File: config.mk
export PLATFORM = sky130hd
export DESIGN_NAME = mem_arbiter_flat
export DESIGN_NICKNAME = d
export VERILOG_FILES = /design/src/rtl/mem_arbiter_if.sv /design/src/rtl/mem_arbiter.sv /design/src/flat_wrapper.sv
export SDC_FILE = /design/constraint.sdc
export NUM_CORES = 1
export LEC_CHECK = 0
export CORE_MARGIN = 3
export CORE_UTILIZATION = 35
export CTS_CLUSTER_DIAMETER = 40
export DETAILED_ROUTE_END_ITERATION = 8
export GPL_ROUTABILITY_DRIVEN = 1
export PLACE_DENSITY = 0.71
export SLEW_MARGIN = 30
export SYNTH_ARGS = -nofsm -noshare
export SYNTH_HDL_FRONTEND = slang
export SYNTH_SLANG_ARGS = --single-unit
File: constraint.sdc
create_clock -name clk -period 4.4 [get_ports clk]
set_input_delay 0.44 -clock clk [delete_from_list [all_inputs] [get_ports clk]]
set_output_delay 0.44 -clock clk [all_outputs]
set_load 0.01 [all_outputs]
File: src/rtl/mem_arbiter_if.sv
// Master-side and memory-side signal bundle for mem_arbiter.
// The arbiter connects through the slave modport; the master modport is the mirror view.
interface mem_arbiter_if;
  logic [31:0] m0_addr;
  logic [31:0] m0_wdata;
  logic        m0_we;
  logic        m0_re;
  logic [31:0] m0_rdata;
  logic        m0_ack;
  logic        m0_err;
  logic [31:0] m1_addr;
  logic [31:0] m1_wdata;
  logic        m1_we;
  logic        m1_re;
  logic [31:0] m1_rdata;
  logic        m1_ack;
  logic        m1_err;
  logic [31:0] mem_addr;
  logic [31:0] mem_wdata;
  logic        mem_we;
  logic        mem_re;
  logic [31:0] mem_rdata;
  logic        mem_busy;

  modport slave (
    input  m0_addr, m0_wdata, m0_we, m0_re,
    input  m1_addr, m1_wdata, m1_we, m1_re,
    input  mem_rdata, mem_busy,
    output m0_rdata, m0_ack, m0_err,
    output m1_rdata, m1_ack, m1_err,
    output mem_addr, mem_wdata, mem_we, mem_re
  );

  modport master (
    output m0_addr, m0_wdata, m0_we, m0_re,
    output m1_addr, m1_wdata, m1_we, m1_re,
    output mem_rdata, mem_busy,
    input  m0_rdata, m0_ack, m0_err,
    input  m1_rdata, m1_ack, m1_err,
    input  mem_addr, mem_wdata, mem_we, mem_re
  );
endinterface

File: src/rtl/mem_arbiter.sv
// Round-robin arbiter sharing one memory bus between M0 (CPU) and M1 (DMA/debug).
// Optional WAIT-state abort is enabled by defining MEM_ARB_TIMEOUT_EN.
module mem_arbiter #(
  parameter int TIMEOUT_CYCLES = 1024
) (
  input  logic         clk,
  input  logic         rst,
  mem_arbiter_if.slave bus
);

  typedef enum logic [1:0] {IDLE, ISSUE, WAIT, DONE} state_t;

  state_t      state_q, state_d;
  logic        port_q, port_d;  // granted port: 0 = M0, 1 = M1
  logic        last_q, last_d;
  logic        we_q, we_d;
  logic [31:0] addr_q, addr_d;
  logic [31:0] wdata_q, wdata_d;
  logic [31:0] rdata0_q, rdata0_d;
  logic [31:0] rdata1_q, rdata1_d;
  logic        req0, req1, gnt;

  if (TIMEOUT_CYCLES < 2 || TIMEOUT_CYCLES > 65535) begin : g_bad_timeout
    $error("mem_arbiter: TIMEOUT_CYCLES out of range 2..65535");
  end

`ifdef MEM_ARB_TIMEOUT_EN
  localparam logic [15:0] CNT_LAST = 16'(TIMEOUT_CYCLES - 1);
  logic [15:0] cnt_q, cnt_d;
  logic        err_q, err_d;
`endif

  assign req0 = bus.m0_re | bus.m0_we;
  assign req1 = bus.m1_re | bus.m1_we;

  always_comb begin
    state_d  = state_q;
    port_d   = port_q;
    last_d   = last_q;
    we_d     = we_q;
    addr_d   = addr_q;
    wdata_d  = wdata_q;
    rdata0_d = rdata0_q;
    rdata1_d = rdata1_q;
    gnt      = 1'b0;
`ifdef MEM_ARB_TIMEOUT_EN
    cnt_d    = cnt_q;
    err_d    = err_q;
`endif
    case (state_q)
      IDLE: begin
        // Under contention the port that did not win last time gets the bus.
        gnt = (req0 && req1) ? ~last_q : req1;
        if (req0 || req1) begin
          port_d  = gnt;
          last_d  = gnt;
          we_d    = gnt ? bus.m1_we : bus.m0_we;
          addr_d  = gnt ? bus.m1_addr : bus.m0_addr;
          wdata_d = gnt ? bus.m1_wdata : bus.m0_wdata;
`ifdef MEM_ARB_TIMEOUT_EN
          err_d   = 1'b0;
`endif
          state_d = ISSUE;
        end
      end
      ISSUE: begin
`ifdef MEM_ARB_TIMEOUT_EN
        cnt_d   = '0;
`endif
        state_d = WAIT;
      end
      WAIT: begin
        if (!bus.mem_busy) begin
          if (!we_q) begin
            if (port_q) rdata1_d = bus.mem_rdata;
            else        rdata0_d = bus.mem_rdata;
          end
          state_d = DONE;
        end
`ifdef MEM_ARB_TIMEOUT_EN
        else if (cnt_q == CNT_LAST) begin
          cnt_d = cnt_q + 16'd1;
          err_d = 1'b1;
          if (!we_q) begin
            if (port_q) rdata1_d = '0;
            else        rdata0_d = '0;
          end
          state_d = DONE;
        end else begin
          cnt_d = cnt_q + 16'd1;
        end
`endif
      end
      DONE:    state_d = IDLE;
      default: state_d = IDLE;
    endcase
  end

  always_ff @(posedge clk) begin
    if (rst) begin
      state_q  <= IDLE;
      port_q   <= 1'b0;
      last_q   <= 1'b1;
      we_q     <= 1'b0;
      addr_q   <= '0;
      wdata_q  <= '0;
      rdata0_q <= '0;
      rdata1_q <= '0;
`ifdef MEM_ARB_TIMEOUT_EN
      cnt_q    <= '0;
      err_q    <= 1'b0;
`endif
    end else begin
      state_q  <= state_d;
      port_q   <= port_d;
      last_q   <= last_d;
      we_q     <= we_d;
      addr_q   <= addr_d;
      wdata_q  <= wdata_d;
      rdata0_q <= rdata0_d;
      rdata1_q <= rdata1_d;
`ifdef MEM_ARB_TIMEOUT_EN
      cnt_q    <= cnt_d;
      err_q    <= err_d;
`endif
    end
  end

  assign bus.mem_addr  = addr_q;
  assign bus.mem_wdata = wdata_q;
  assign bus.mem_re    = (state_q == ISSUE) && !we_q;
  assign bus.mem_we    = (state_q == ISSUE) && we_q;
  assign bus.m0_ack    = (state_q == DONE) && !port_q;
  assign bus.m1_ack    = (state_q == DONE) && port_q;
  assign bus.m0_rdata  = rdata0_q;
  assign bus.m1_rdata  = rdata1_q;
`ifdef MEM_ARB_TIMEOUT_EN
  assign bus.m0_err    = (state_q == DONE) && !port_q && err_q;
  assign bus.m1_err    = (state_q == DONE) && port_q && err_q;
`else
  assign bus.m0_err    = 1'b0;
  assign bus.m1_err    = 1'b0;
`endif

endmodule

File: src/flat_wrapper.sv
// flat-port wrapper written by rule: the top's interface ports become plain ports
module mem_arbiter_flat 
#(
  parameter int TIMEOUT_CYCLES = 1024
)
  (clk, rst, bus_m0_addr, bus_m0_wdata, bus_m0_we, bus_m0_re, bus_m1_addr, bus_m1_wdata, bus_m1_we, bus_m1_re, bus_mem_rdata, bus_mem_busy, bus_m0_rdata, bus_m0_ack, bus_m0_err, bus_m1_rdata, bus_m1_ack, bus_m1_err, bus_mem_addr, bus_mem_wdata, bus_mem_we, bus_mem_re);
  mem_arbiter_if bus_i ();
  input  logic clk;
  input  logic rst;
  input wire logic [$bits(bus_i.m0_addr)-1:0] bus_m0_addr;
  input wire logic [$bits(bus_i.m0_wdata)-1:0] bus_m0_wdata;
  input wire logic [$bits(bus_i.m0_we)-1:0] bus_m0_we;
  input wire logic [$bits(bus_i.m0_re)-1:0] bus_m0_re;
  input wire logic [$bits(bus_i.m1_addr)-1:0] bus_m1_addr;
  input wire logic [$bits(bus_i.m1_wdata)-1:0] bus_m1_wdata;
  input wire logic [$bits(bus_i.m1_we)-1:0] bus_m1_we;
  input wire logic [$bits(bus_i.m1_re)-1:0] bus_m1_re;
  input wire logic [$bits(bus_i.mem_rdata)-1:0] bus_mem_rdata;
  input wire logic [$bits(bus_i.mem_busy)-1:0] bus_mem_busy;
  output wire logic [$bits(bus_i.m0_rdata)-1:0] bus_m0_rdata;
  output wire logic [$bits(bus_i.m0_ack)-1:0] bus_m0_ack;
  output wire logic [$bits(bus_i.m0_err)-1:0] bus_m0_err;
  output wire logic [$bits(bus_i.m1_rdata)-1:0] bus_m1_rdata;
  output wire logic [$bits(bus_i.m1_ack)-1:0] bus_m1_ack;
  output wire logic [$bits(bus_i.m1_err)-1:0] bus_m1_err;
  output wire logic [$bits(bus_i.mem_addr)-1:0] bus_mem_addr;
  output wire logic [$bits(bus_i.mem_wdata)-1:0] bus_mem_wdata;
  output wire logic [$bits(bus_i.mem_we)-1:0] bus_mem_we;
  output wire logic [$bits(bus_i.mem_re)-1:0] bus_mem_re;
  assign bus_i.m0_addr = bus_m0_addr;
  assign bus_i.m0_wdata = bus_m0_wdata;
  assign bus_i.m0_we = bus_m0_we;
  assign bus_i.m0_re = bus_m0_re;
  assign bus_i.m1_addr = bus_m1_addr;
  assign bus_i.m1_wdata = bus_m1_wdata;
  assign bus_i.m1_we = bus_m1_we;
  assign bus_i.m1_re = bus_m1_re;
  assign bus_i.mem_rdata = bus_mem_rdata;
  assign bus_i.mem_busy = bus_mem_busy;
  assign bus_m0_rdata = bus_i.m0_rdata;
  assign bus_m0_ack = bus_i.m0_ack;
  assign bus_m0_err = bus_i.m0_err;
  assign bus_m1_rdata = bus_i.m1_rdata;
  assign bus_m1_ack = bus_i.m1_ack;
  assign bus_m1_err = bus_i.m1_err;
  assign bus_mem_addr = bus_i.mem_addr;
  assign bus_mem_wdata = bus_i.mem_wdata;
  assign bus_mem_we = bus_i.mem_we;
  assign bus_mem_re = bus_i.mem_re;
  mem_arbiter #(.TIMEOUT_CYCLES(TIMEOUT_CYCLES)) u_core (.clk(clk), .rst(rst), .bus(bus_i));
endmodule
Word-level counts from Yosys, hierarchy flattened
Index checks and enable logic that the tools add are counted.
{"block": "op_classes", "addsub": 0, "multipliers": 0, "div": 0, "n_lt_le_gt_ge": 0, "eq_ne": 5, "shift": 0, "n_mux": 7, "bitwise_logic": 6, "reduce_logical": 13}
{"op": "$mux W32", "count": 2}
{"op": "$pmux W2 S4", "count": 1}
{"op": "$reduce_and A4 Y1", "count": 2}
{"op": "$logic_and A1 B1 Y1", "count": 5}
{"op": "$eq A2 B2 Y1 const B", "count": 2}
{"op": "$mux W2", "count": 2}
{"op": "$not A1 Y1", "count": 4}
{"op": "$reduce_and A2 Y1", "count": 2}
{"op": "$eq A2 B1 Y1 const B", "count": 1}
{"op": "$logic_not A1 Y1", "count": 2}
{"op": "$logic_not A2 Y1", "count": 1}
{"op": "$mux W1", "count": 2}
{"op": "$ne A2 B1 Y1 const B", "count": 1}
{"op": "$ne A2 B2 Y1 const B", "count": 1}
{"op": "$or A1 B1 Y1", "count": 2}
{"op": "$logic_or A1 B1 Y1", "count": 1}
{"block": "word_totals", "register_bits": 133, "latchBits": 0, "ram_bits": 0, "rom_bits": 0, "in_bits": 167, "out_inout_bits": 134, "elab_cells": 39, "mem_count": 0}

Logic depth before layout (Yosys ltp)
{"block": "depth", "word_depth": 4, "depth_mapped": 8, "depth_no_buf": 5}

Worst setup path before layout
No wires, ideal clock.
{"block": "synth_path", "kind": "register to register", "start": "register u_core.state_q[0]", "end": "register u_core.rdata0_q[29], in the netlist u_core.bus.m0_rdata[29]", "setup_time_ns": 0.132, "arrival_time_ns": 1.490, "slack_ns": 2.777, "stages_incl_launch_ff": 8, "period_less_slack_ns": 1.623, "cell_sequence": "dfxtp_1 -> inv_1 -> ha_1 -> or4b_1 -> clkbuf_1 -> clkbuf_1 -> nand2_1 -> a21oi_1"}
{"block": "synth_between", "elab_chain_len": 2}
{"element": "start: declaration", "line": "mem_arbiter.sv:13", "text": "state_t state_q, state_d;"}
{"element": "start signal: assignment", "line": "mem_arbiter.sv:114", "text": "state_q <= state_d;"}
{"element": "$eq A2 B2 Y1", "line": "mem_arbiter.sv:50", "text": "case (state_q)"}
{"element": "$reduce_and A4 Y1 (no line)"}
{"element": "end signal: assignment", "line": "mem_arbiter.sv:120", "text": "rdata0_q <= rdata0_d;"}
{"element": "end: declaration", "line": "mem_arbiter.sv:19", "text": "logic [31:0] rdata0_q, rdata0_d;"}
Every way passes these cells.
A chain may end at the register's enable or synchronous reset.

Final worst setup path
{"block": "layout_path", "start": "register u_core.state_q[0]", "end": "register u_core.wdata_q[24], in the netlist u_core.bus.mem_wdata[24]"}
{"block": "layout_between", "elab_chain_len": 2}
{"element": "$logic_not A2 Y1", "line": "mem_arbiter.sv:50"}
{"element": "$reduce_and A2 Y1 (no line)"}
{"element": "end signal: assignment", "line": "mem_arbiter.sv:119", "text": "wdata_q <= wdata_d;"}
{"element": "end: declaration", "line": "mem_arbiter.sv:18", "text": "logic [31:0] wdata_q, wdata_d;"}
Every way passes these cells.

==> impl_results.md <==
- Status: finished, final reports clean
- Setup bufs post-CTS: 0
- Congestion Overflow GR: 0
- Post-route ant nets: 0
- Worst vdd ir: between 200 and 300 µV
- Final WL: between 15000 and 20000 µm
- Routed vias/inst: 5.10
- Critical path's slowest cell: buf_4
- H-Tree Level Count: 4
- Crit path kind: flip-flop to flip-flop
- Required time worst endpoint: between 4000 and 5000 ps
- Syn. warnings: 0
- Post-CTS Resized: 0
- Clock network power share: 28.2%
- Initial antenna violation count: 0
- Max stage delay on crit path: ~580 ps
- Layout cells sized above 1: between 6 and 7%
- Area Overhead vs Synth: 65.8%
- CTS Hold Bufs: 0
- Area of the multi-input gates: roughly 0.0026 mm²
- IO Pins: ~300
- WHS Endpoint: u_core.bus.m1_rdata[22]
- Cell variety after synth: 33
- RSZ-0062 raised after global routing: no
- Reg2Reg Setup Slack: approximately 2100 ps
- Met2 usage: a little under two fifths
- First-pass GRT wire length: around 30000 µm
- Dominant synthesized flop cell: dfxtp_1
- Min Tclk post-route: ~2300 ps
- Clk Tree Root Cell: clkbuf_16
- R2r worst-path depth: 6
- IO Port Bufs: about 300
- TNS Setup: 0 ps
- Vias in the first global route: roughly 5600
- GRT Max-Usage Layer: met2
- Sw frac: approximately 34%
- Max Clk Rate: about 430 MHz
- Hold path cells: 2
- Ratio of final minimum period to clock period: 52.4%
- Most numerous cell in the Yosys netlist: dfxtp_1
- Width of the die: 132 µm
- CTS sink cnt: 133
- Largest net degree at the start of global routing: 99
- Drt drc: 0
- Die height: 132 µm
- Sequential element share of the synthesized area: about 48%
- CP arrival: around 2600 ps
- Worst skew pair latency: 420 ps
- Slew Limit Fails: 0
- Initial Util: a little over a third
- Met3 Use GR: 9.08%
- Reg clk slew, reported paths: about 60 ps
- CTS Buf Count: 17
- Comb pwr share: 39.2%
- Sw power: approximately 1.8 mW
- Post-synth top area share: between 40 and 50%
- Worst-path maximum fanout: between 60 and 70
- Synth top cells by count: 133 x dfxtp_1, 131 x nand2_1, 68 x nor2_1
- Layout Cells excl Fill: ~1200
- Die area: around 0.017 mm²
- Crit start category: flip-flop
- GPL Wtd Cong: 0.848
- Placed cells: between 1000 and 1500
- Drt pass-1 iters: 6
- Synth Register Bits: between 100 and 150
- Max cap viols: 0
- Endpoints failing setup: 0
- Vias post-DR: between 5000 and 6000
- Top cells by area, synth: dfxtp_1 48%, nand2_1 8.8%, a311oi_1 8.5%
- Worst R2R End: u_core.bus.mem_wdata[24]
- Hold Startpoint: u_core.bus.m1_rdata[22]
- Worst setup EP type: flip-flop
- Pwr Density: ~560 mW/mm²
- Worst Hold Class: flip-flop to flip-flop
- EDFF count, synth: 0
- Worst-Margin Slew: just over 800 ps
- Seq pwr share: approximately a third
- # rows: 45
- Internal: around 3.4 mW
- Post-Syn Area: about 0.0056 mm²
- P_leak: roughly 3.2 nW
- Filler Cell Count: approximately 1400
- Synth async-reset ratio: 0%
- Clock skew: roughly 13 ps
- CTS tree: yes
- Clk buf depth: 2
- Final Power: about 5.2 mW
- Post-layout nets: 1120
- Synthesized area per cell: between 8 and 9 µm²
- Final hold violations: 0
- Final core utilization: between 60% and 70%
- Ant. Diodes: 0
- Relative slew slack: between 40% and 50%
- Core ar.: 0.0154 mm²
- Mapped Cells: a little under 700
- Reg2Reg Launch Point: u_core.state_q[0]
- CP Cell Sequence: inv_1 -> ha_1 -> o41a_2 -> buf_4 -> nor2_1 -> a311oi_1
- Synth area leader: dfxtp_1
- Register area: 0.00266 mm²
- Post-DR wirelength/cell: between 15 and 20 µm
- Total GRT Usage: a little over a fifth
- DP Wirelength: 13600 µm
- M1 GR Usage: approximately a quarter
- Iter 0 DRT Violations: 429
==> flip-flops by register name, indices dropped and copies added, names as in the netlist <==
name / count
u_core.bus.mem_wdata: 32
u_core.bus.m1_rdata: 32
u_core.state_q: 2
u_core.bus.mem_addr: 32
u_core.we_q: 1
u_core.bus.m0_rdata: 32
u_core.port_q: 1
u_core.last_q: 1
==> logic make-up (layout without fill, tap and decap cells) <==
group / after synthesis / count (layout) / synth area share, %
compound gates: 203 / 203 / 24.2
fa+ha+maj: 4 / 4 / 0.898
simple gates: 276 / 276 / 21.0
buf+inv: 76 / 342 / 5.86
other cells: 1 / 2 / 0.0673
flops: 133 / 133 / 47.8
mux: 1 / 1 / 0.180
==> cell type report <==
cell class,count,area share [%]
repair buffers,309,33.2
flip-flops and latches,133,28.8
multi-input cells,486,28.5
clock buffers,22,5.24
well taps,211,2.86
clock inverters,9,1.35
inverters,2,0.0812
==> how the worst max path moves through the flow <==
stage | start | to | slack, ps | cells past startpoint
floorplan | u_core.state_q[0] | u_core.bus.m0_rdata[29] | 2780 | 7
global placement | bus_m0_we | u_core.bus.mem_addr[0] | 1840 | 5
detailed placement | bus_m0_we | u_core.bus.mem_wdata[30] | 1780 | 5
CTS | u_core.state_q[0] | u_core.bus.mem_wdata[12] | 2100 | 6
global route | u_core.state_q[0] | u_core.bus.mem_wdata[11] | 1830 | 6
finish | u_core.state_q[0] | u_core.bus.mem_wdata[24] | 2090 | 6
==> stage by stage <==
stage,worst slack (ps),instance area [µm²],hold slack (ps)
floorplan,2780,5580,456
global placement,1840,8630,441
global route,1830,9240,468
finish,2090,9240,452
CTS,2100,9240,455
detailed placement,1780,8630,447
==> cells in the final DEF, fill, tap and decap left out, types with 2 or more instances in the layout <==
cell type and count:
clkbuf_8 4, ha_1 4, bufinv_16 3, nor2_1 67, conb_1 2, nand2b_1 3, clkdlybuf4s50_1 297, clkinvlp_4 2
o21ai_0 64, a21oi_1 65, inv_1 2, nor2b_1 3, nand2_1 131, a311oi_2 10, clkbuf_16 17, a31oi_1 2
nand3_1 64, dfxtp_1 133, a311oi_1 54, buf_4 11, clkinv_2 4, and2_1 2
==> layer usage <==
| metal | up-vias | part of all wire [%] |
|---|---|---|
| li1 | 2951 | - |
| met3 | 25 | 10 |
| met2 | 246 | 50 |
| met5 | - | 0 |
| met1 | 2753 | 39 |
| met4 | 0 | 1.8 |
==> worst max-delay path, delay by kind of cell (launching register included) <==
family	cells	cell delay, ps
compound gates	2	740
fa+ha+maj	1	340
buf+inv	2	680
flops	1	330
simple gates	1	90
==> power by group through the flow <==
stage	clock (mW)	sequential [mW]	combinational (mW)
6_report	1.46	1.69	2.03
3_3_place_gp	0	1.71	2.03
3_5_place_dp	0	1.71	2.04
4_1_cts	1.48	1.69	2.05
2_1_floorplan	0	1.82	0.962
5_1_grt	1.54	1.73	2.21
(Power assumes the default switching activity.)
==> patch, RTL diff (config.mk and constraints unchanged) <==
Build with the macro `MEM_ARB_TIMEOUT_EN` defined.
--- a/src/rtl/mem_arbiter.sv
+++ b/src/rtl/mem_arbiter.sv
@@ -2,2 +2,4 @@
 // Optional WAIT-state abort is enabled by defining MEM_ARB_TIMEOUT_EN.
+`define MEM_ARB_TIMEOUT_EN
+
 module mem_arbiter #(
Function: same outputs for any inputs over 4 cycles, from zero or initial values and one cycle with rst high; that may be too few to reach the edited logic, so the function may still have changed.
==> patch against the original RTL <==
- worst setup slack worse by 0.42 ns
- highest routed layer unchanged
- sequential cell count up 17
- power up 2.2%
- maximum frequency down 15%
- design area up 10%
- final cell count up 11%
- area after synthesis up 16%
- non-clock buffer count unchanged
- routed wire length up 9.8%
- combinational power down 4%
==> patch: results <==
export IMPL_run_status="completed"
export IMPL_place_gp_congestion=0.821
export IMPL_synth_distinct_cells=51
export IMPL_grtUsageTotal=0.209
export IMPL_cts_setup_buffers=0
export IMPL_p_leak_nw=3.66
export IMPL_n_antenna_cell=0
export IMPL_clkLatencyLatePin_ns=0.42
export IMPL_peakVddDrop_uv=333
export IMPL_cts_path_max_buffers=2
export IMPL_post_place_cells=1265
export IMPL_netlist_top_cells_count="dfxtp_1, a21oi_1, nand2_1"
export IMPL_wl_per_cell_um=16.8
export IMPL_cp_slowest_cell="nor2_4"
export IMPL_netSwitchingFraction=0.338
export IMPL_async_flop_share=0
export IMPL_hp_class="reg2reg"
export IMPL_syn_area_per_cell_um2=8.09
export IMPL_startpoint="u_core.state_q[0]"
export IMPL_dp_hpwl_mm=14.9
export IMPL_htreeDepth=4
export IMPL_cts_buffers=17
export IMPL_cpPeakStageDelay_ns=0.59
export IMPL_path_delay_family="buffers and inverters"
export IMPL_drive_gt1_frac=0.0543
export IMPL_antenna_found_initial=0
export IMPL_synth_nets=972
export IMPL_clockRootBuffer="clkbuf_16"
export IMPL_yosysWarnings=0
export IMPL_worstReg2RegStart="u_core.state_q[0]"
export IMPL_clk_pin_slew_ns=0.06
export IMPL_arrival_ns=3.05
export IMPL_grt_max_degree=86
export IMPL_ys_top_cells_by_area="dfxtp_1, a21oi_1, nand2_1"
export IMPL_grt_pass1_vias=6490
export IMPL_final_nets=1228
export IMPL_grt_pass1_wl_mm=34.1
export IMPL_dr_pass1_iters=5
export IMPL_place_area_um2=9570
export IMPL_slew_headroom=0.364
export IMPL_synth_top_cell_by_area="dfxtp_1"
export IMPL_comb_cell_power_mw=1.94
export IMPL_io_buffers=300
export IMPL_first_iter_violations=363
export IMPL_clock_power_mw=1.54
export IMPL_via_per_inst=5.29
export IMPL_min_delay_start="u_core.bus.m1_rdata[10]"
export IMPL_crit_fanout=33
export IMPL_finClkSkew_ns=0.00721
export IMPL_seq_area_frac_synth=0.464
export IMPL_wirelength_mm=21.7
export IMPL_ctsResizeCount=0
[patch: cell types whose count changed after synthesis, moves of 6 or more]
cell / change
nand3_1: -54
dfxtp_1: +17
buf_2: -12
nor2_1: -52
a211oi_1: +64
a21oi_1: +73
a311oi_2: -10
a31oi_1: +63
a311oi_1: -53
nand4_1: +6
[patch: final cells by class]
class	count	area, µm²
clock buffer	19	453
clock inverter	13	169
fill	1658	7830
inverter	6	25.0
multi-input combinational	571	3180
sequential	150	3000
tap	229	287
timing repair buffer	309	3090
[patch: metal layers]
layer	up-vias	wire length, µm	global-route usage
li1	3448	-	-
met5	-	0	0
met3	22	2150	0.0886
met1	3147	9070	0.252
met2	247	10100	0.343
met4	0	411	0.0606
[patch: tightest hold or removal path, cell delays in order (launching register included)]
cell      delay [ns]
dfxtp_1         0.31
a21oi_1         0.11
a211oi_1        0.05
[patch: cell families after synthesis]
kind of cell / count (synthesis) / share of synthesized area
AOI/OAI and AO/OA: 356 / 0.324
xor gates and xnor gates: 1 / 0.00135
adders and majority gates: 6 / 0.0116
buffers and inverters: 78 / 0.0503
DFF: 150 / 0.464
muxes: 4 / 0.00677
and+or+nand+nor: 204 / 0.142
[patch: worst paths after layout]
path	to	slack [ns]	cells after the start
max	u_core.bus.m1_rdata[18]	1.67	8
max reg2reg	u_core.bus.m1_rdata[18]	1.67	8
min reg2reg	u_core.bus.m1_rdata[10]	0.51	2
min	u_core.bus.m1_rdata[10]	0.51	2
[patch: per-stage QoR]
step                worst slack (ns)  power [mW]
floorplan                       2.39        2.78
global placement                1.27        3.75
detailed placement              1.42        3.80
CTS                             1.66        5.35
global route                    1.38        5.61
finish                          1.67        5.30
